<file path="src/rtl/ex_wb_skid_latch.sv">
// ex_wb_skid_latch
// Execute-to-writeback pipeline boundary. The main entry holds the uop that
// WB is working on and drives every WB_* output. A one-entry skid buffer
// takes the EX uop that arrives while WB is stalled. Because of this buffer,
// the backpressure signal to EX (EX_READY) comes straight from a flop.
// A WB flush kills both entries. A saturating counter records the number of
// cycles in which WB stalled on a valid uop.

module ex_wb_skid_latch #(
    parameter int CTRL_W = 32,
    parameter int CNT_W  = 16
) (
    input  logic              CLK,
    input  logic              CLR,

    // Execute-stage side
    input  logic              EX_V,
    input  logic [31:0]       EX_RESULT_A,
    input  logic [31:0]       EX_RESULT_C,
    input  logic [31:0]       EX_NEIP,
    input  logic [15:0]       EX_NCS,
    input  logic [31:0]       EX_FLAGS,
    input  logic              EX_ld_gpr2,
    input  logic              EX_dcache_write,
    input  logic              EX_d2_repne,
    input  logic [CTRL_W-1:0] EX_CTRL,

    // Writeback control
    input  logic              WB_STALL,
    input  logic              WB_FLUSH,

    // Backpressure to EX
    output logic              EX_READY,

    // Main-entry view for WB
    output logic              WB_V,
    output logic [31:0]       WB_RESULT_A,
    output logic [31:0]       WB_RESULT_C,
    output logic [31:0]       WB_NEIP,
    output logic [15:0]       WB_NCS,
    output logic [31:0]       WB_FLAGS,
    output logic              WB_ex_ld_gpr2_wb,
    output logic              WB_ex_dcache_write_wb,
    output logic              WB_d2_repne_wb,
    output logic [CTRL_W-1:0] WB_CTRL,

    // Performance counter
    output logic [CNT_W-1:0]  STALL_CYCLES
);

    // The complete uop payload that one entry carries.
    typedef struct packed {
        logic [31:0]       result_a;
        logic [31:0]       result_c;
        logic [31:0]       neip;
        logic [15:0]       ncs;
        logic [31:0]       flags;
        logic              ld_gpr2;
        logic              dcache_write;
        logic              d2_repne;
        logic [CTRL_W-1:0] ctrl;
    } uop_t;

    // Storage for the two entries
    uop_t             main_reg;
    uop_t             main_next;
    uop_t             skid_reg;
    uop_t             skid_next;
    logic             main_v_reg;
    logic             main_v_next;
    logic             skid_v_reg;
    logic             skid_v_next;

    // EX_READY lives in its own flop. It always equals !skid_v, but keeping
    // it separate means EX sees a pure register output.
    logic             ready_reg;
    logic             ready_next;

    // Stall-cycle counter
    logic [CNT_W-1:0] stall_cnt_reg;
    logic [CNT_W-1:0] stall_cnt_next;

    // Per-cycle handshake terms
    uop_t             ex_uop;
    logic             accept;
    logic             advance;
    logic             stall_hit;
    logic             cnt_saturated;

    // Pack the incoming EX fields into a single payload word.
    always_comb begin
        ex_uop              = '0;
        ex_uop.result_a     = EX_RESULT_A;
        ex_uop.result_c     = EX_RESULT_C;
        ex_uop.neip         = EX_NEIP;
        ex_uop.ncs          = EX_NCS;
        ex_uop.flags        = EX_FLAGS;
        ex_uop.ld_gpr2      = EX_ld_gpr2;
        ex_uop.dcache_write = EX_dcache_write;
        ex_uop.d2_repne     = EX_d2_repne;
        ex_uop.ctrl         = EX_CTRL;
    end

    // An uop is accepted only while the registered ready is high. The main
    // entry advances when it is empty or when WB consumes it this cycle.
    // WB_STALL on an empty main entry therefore has no effect.
    assign accept        = EX_V && ready_reg;
    assign advance       = !main_v_reg || !WB_STALL;
    assign stall_hit     = main_v_reg && WB_STALL;
    assign cnt_saturated = &stall_cnt_reg;

    // Next state for both entries. A flush overrides normal movement.
    always_comb begin
        main_next   = main_reg;
        main_v_next = main_v_reg;
        skid_next   = skid_reg;
        skid_v_next = skid_v_reg;

        if (WB_FLUSH) begin
            // WB retires the current main uop and kills all younger uops,
            // including an EX uop accepted on this same edge. The payload
            // registers keep their contents. With both valids low, nothing
            // reads them.
            main_v_next = 1'b0;
            skid_v_next = 1'b0;
        end else if (advance) begin
            if (skid_v_reg) begin
                // The skidded uop is older than anything EX presents now, so
                // it moves up first. EX is blocked this cycle because
                // ready_reg is low.
                main_next   = skid_reg;
                main_v_next = 1'b1;
                skid_v_next = 1'b0;
            end else begin
                main_next   = ex_uop;
                main_v_next = accept;
            end
        end else begin
            // Main holds so the WB_* outputs stay stable. A new EX uop goes
            // into the skid buffer. If the skid buffer is already full,
            // ready_reg was low, so accept cannot be set here.
            if (accept) begin
                skid_next   = ex_uop;
                skid_v_next = 1'b1;
            end
        end
    end

    // Ready for the next cycle is the complement of the next skid valid.
    always_comb begin
        ready_next = !skid_v_next;
    end

    // Saturating stall counter. It also counts a flush cycle that arrives
    // while WB is stalled.
    always_comb begin
        stall_cnt_next = stall_cnt_reg;
        if (stall_hit && !cnt_saturated) begin
            stall_cnt_next = stall_cnt_reg + {{(CNT_W-1){1'b0}}, 1'b1};
        end
    end

    // Register update. CLR empties both entries and clears the payloads and
    // the counter.
    always_ff @(posedge CLK) begin
        if (CLR) begin
            main_reg      <= '0;
            skid_reg      <= '0;
            main_v_reg    <= 1'b0;
            skid_v_reg    <= 1'b0;
            ready_reg     <= 1'b1;
            stall_cnt_reg <= '0;
        end else begin
            main_reg      <= main_next;
            skid_reg      <= skid_next;
            main_v_reg    <= main_v_next;
            skid_v_reg    <= skid_v_next;
            ready_reg     <= ready_next;
            stall_cnt_reg <= stall_cnt_next;
        end
    end

    // Every output comes directly from a register.
    assign EX_READY              = ready_reg;
    assign WB_V                  = main_v_reg;
    assign WB_RESULT_A           = main_reg.result_a;
    assign WB_RESULT_C           = main_reg.result_c;
    assign WB_NEIP               = main_reg.neip;
    assign WB_NCS                = main_reg.ncs;
    assign WB_FLAGS              = main_reg.flags;
    assign WB_ex_ld_gpr2_wb      = main_reg.ld_gpr2;
    assign WB_ex_dcache_write_wb = main_reg.dcache_write;
    assign WB_d2_repne_wb        = main_reg.d2_repne;
    assign WB_CTRL               = main_reg.ctrl;
    assign STALL_CYCLES          = stall_cnt_reg;

endmodule
</file>
<file path="config.mk">
export PLATFORM = sky130hd
export DESIGN_NAME = ex_wb_skid_latch
export DESIGN_NICKNAME = d
export VERILOG_FILES = /design/src/rtl/ex_wb_skid_latch.sv
export SDC_FILE = /design/constraint.sdc
export NUM_CORES = 1
export LEC_CHECK = 0
export ABC_AREA = 1
export CAP_MARGIN = 20
export CORE_MARGIN = 2
export CORE_UTILIZATION = 53
export CTS_CLUSTER_SIZE = 28
export DETAILED_ROUTE_END_ITERATION = 16
export PLACE_DENSITY = 0.93
export SLEW_MARGIN = 20
export SYNTH_ARGS = -nofsm -noshare
export SYNTH_HDL_FRONTEND = slang
export SYNTH_SLANG_ARGS = --single-unit
</file>
<file path="constraint.sdc">
create_clock -name CLK -period 3.8 [get_ports CLK]
set_input_delay 0.57 -clock CLK [delete_from_list [all_inputs] [get_ports CLK]]
set_output_delay 0.57 -clock CLK [all_outputs]
set_load 0.01 [all_outputs]
</file>
==> flow_metrics.tcl <==
set metrics [dict create \
    portBuffers 380 \
    syn_inst 1941 \
    tritoncts "built" \
    avgRoutedWirePerCell_um 17.25 \
    crit_chain "clkdlybuf4s50_1 > nand2_4 > nor2_4 > nand2_8 > inv_6 > buf_12 > nor2_1 > nor2_1" \
    crit_type "in -> reg" \
    die_w_um 170.4 \
    place.gp.congestion 0.8704 \
    track_usage_pct 29.69 \
    netSwitchingFraction_pct 23.28 \
    power_frac_comb_pct 11.4 \
    finClkSkew_ns 0.02000 \
    drc 0 \
    design.core.area_um2 27100 \
    clock_latency_ns 0.51 \
    avgViaCountPerCell 5.760 \
    cts_buffer_depth 3 \
    arrival_ns 2.84 \
    min_from "skid_reg[49]" \
    routed-via-count 15080 \
    worst_hold_path.num_cells 2 \
    antenna_found_initial 1 \
    critPathSlowestCell "clkdlybuf4s50_1" \
    p_leak_nw 7.414 \
    fin_crit_ns 2.406 \
    tightest_slew_ns 1.041 \
    ys_ff_latch 377 \
    setup_ws_ns 1.394 \
    cts_root_buf "clkbuf_16" \
    worstReg2RegEnd "skid_reg[121]" \
    cp_slowest_stage_delay_ns 0.52 \
    p_clk_share_pct 42.6 \
    post-route-util_pct 72.67 \
    slew-limit-headroom_pct 30.63 \
    synth.largest_area_cell "dfxtp_1" \
    ctsHoldBuffers 0 \
    post-place-ws_ns 0.9322 \
    layout-area-overhead-vs-synth_pct 34.27 \
    clock_sinks 377 \
    ir_worst_vdd_mv 0.3749 \
    setup_tns_ns 0 \
    wirelength_um 45150 \
    grt_max_degree 181 \
    cts_htree_levels 2 \
    cts_resized 0 \
    hold_end "WB_FLAGS[14]" \
    power.share.sequential_pct 45.9 \
    first_iter_violations 1708 \
    rsz0062_at_grt "no" \
    yosys.area.top_type_share_pct 51.45 \
    cp-end-kind "register" \
    fin_crit_sh_pct 63.31 \
    drive_above_1_share_pct 3.964 \
    fmax_ghz 0.4156 \
    status "finished clean" \
    grt_overflow 0 \
    drtAntennaViolNets 0 \
    p_int_mw 7.065 \
    yosysUniqueCellTypes 29 \
    path_buf_inv 3 \
    drv_slew 0 \
    holdCritPathClass "reg -> reg" \
    holdWs_ns 0.4600 \
    synth_nets 2126 \
    yosysSeqAreaShare_pct 51.45 \
    row_count 60 \
    die_h_um 170.4 \
    synth_area_um2 14670 \
    required_ns 4.24 \
    grt_pass1_wl_um 70840 \
    finalSetupViolCount 0 \
    drt_first_pass_iters 8 \
    die_area_um2 29020 \
    cts_setup_buffers 0 \
    reg2reg_slack_ns 1.60 \
    pin_count 381 \
    worstRegToRegCells 7 \
    netlist_top_cells_area "dfxtp_1 (51%), o21ai_0 (11%), nor2_1 (10%), nand2_1 (10%), a31oi_1 (7.6%)" \
    largest_reg_flops 179 \
    grt_pass1_vias 14421 \
    path_max_fanout 88 \
    max_cap_viol_count 0 \
    cts_made_buffers 39 \
    worst_path_dominant_cell_family "buffers and inverters" \
    syn_area_per_cell_um2 7.557 \
    finalHoldViolCount 0 \
    path_common_cell "nor2_1" \
    powerDensity_nw_per_um2 467.6 \
    start_util_pct 54.12 \
    switchingPower_mw 2.144 \
    dp_hpwl_um 28010 \
    clk_pin_slew_ns 0.06 \
    worstReg2RegStart "WB_V" \
    yosysWarningCount 0 \
    final_nets 2403 \
    cp-start-kind "primary input" \
]
[placed cells by master (no fill, tap or decap), types with 3 or more instances in the layout]
cell	count
clkbuf_1	6
a21oi_1	13
inv_6	3
bufinv_16	3
clkdlybuf4s50_1	380
buf_4	7
buf_12	8
nor3_1	3
o21ai_1	45
clkbuf_8	9
clkbuf_16	42
o21ai_0	315
nor2_1	401
clkinv_2	5
nand2_1	396
a31oi_1	179
inv_1	18
nand3_1	18
dfxtp_1	376
[metal layers]
metal,global-route usage (%),up-vias,share of wire (%)
met2,50.74,843,48
met4,17.13,0,5.7
met5,0,-,0
met3,6.186,179,8.5
met1,34.53,7006,38
li1,-,7052,-
[final cells by class]
cell class / instances / area (µm²)
timing repair buffer: 395 / 4016
clock inverter: 11 / 138.9
sequential: 377 / 7551
tap: 372 / 465.4
multi-input combinational: 1383 / 6223
clock buffer: 57 / 1197
fill: 1924 / 7406
inverter: 22 / 100.1
antenna: 1 / 2.502
[how the worst max path moves through the flow]
stage / cells after the start / startpoint / end
5_1_grt: 8 / WB_STALL / skid_reg[144]
4_1_cts: 7 / WB_FLUSH / skid_reg[121]
3_5_place_dp: 8 / WB_STALL / skid_reg[121]
6_report: 8 / WB_STALL / skid_reg[121]
3_3_place_gp: 7 / WB_FLUSH / skid_reg[121]
2_1_floorplan: 7 / WB_STALL / skid_reg[148]
[logic make-up after synthesis]
group	after synthesis	synth area share (%)
simple gates	830	21.98
compound gates	552	20.36
flops	377	51.45
buf+inv	181	6.116
fa+ha+maj	1	0.08529
[cells in the mapped netlist (all sizes together)]
cell	count
a21oi	13
a31oi	179
and2	1
and3	1
buf	69
clkbuf	90
dfxtp	377
ha	1
inv	22
nand2	398
nand3	20
nand3b	1
nand4	3
nor2	403
nor3	3
o21ai	360
[power groups by stage]
stage / combinational, mW / clock, mW / sequential [mW]
2_1_floorplan: 0.368 / 0 / 4.35
3_3_place_gp: 1.00 / 0 / 4.30
3_5_place_dp: 1.04 / 0 / 4.31
4_1_cts: 1.05 / 3.95 / 4.22
5_1_grt: 1.13 / 4.13 / 4.24
6_report: 1.05 / 3.93 / 4.23
[stage by stage]
step,total power [mW],std cells,instance area (µm²)
6_report,9.209,2618,19700
4_1_cts,9.224,2617,19690
5_1_grt,9.506,2618,19700
2_1_floorplan,4.722,1941,14670
3_5_place_dp,5.341,2549,18360
3_3_place_gp,5.305,2549,18360
[tightest hold or removal path, cell delays in order (launching register included)]
cell and delay [ns]:
dfxtp_1 0.31, nand2_1 0.05, a31oi_1 0.07
(Power assumes the default switching activity.)
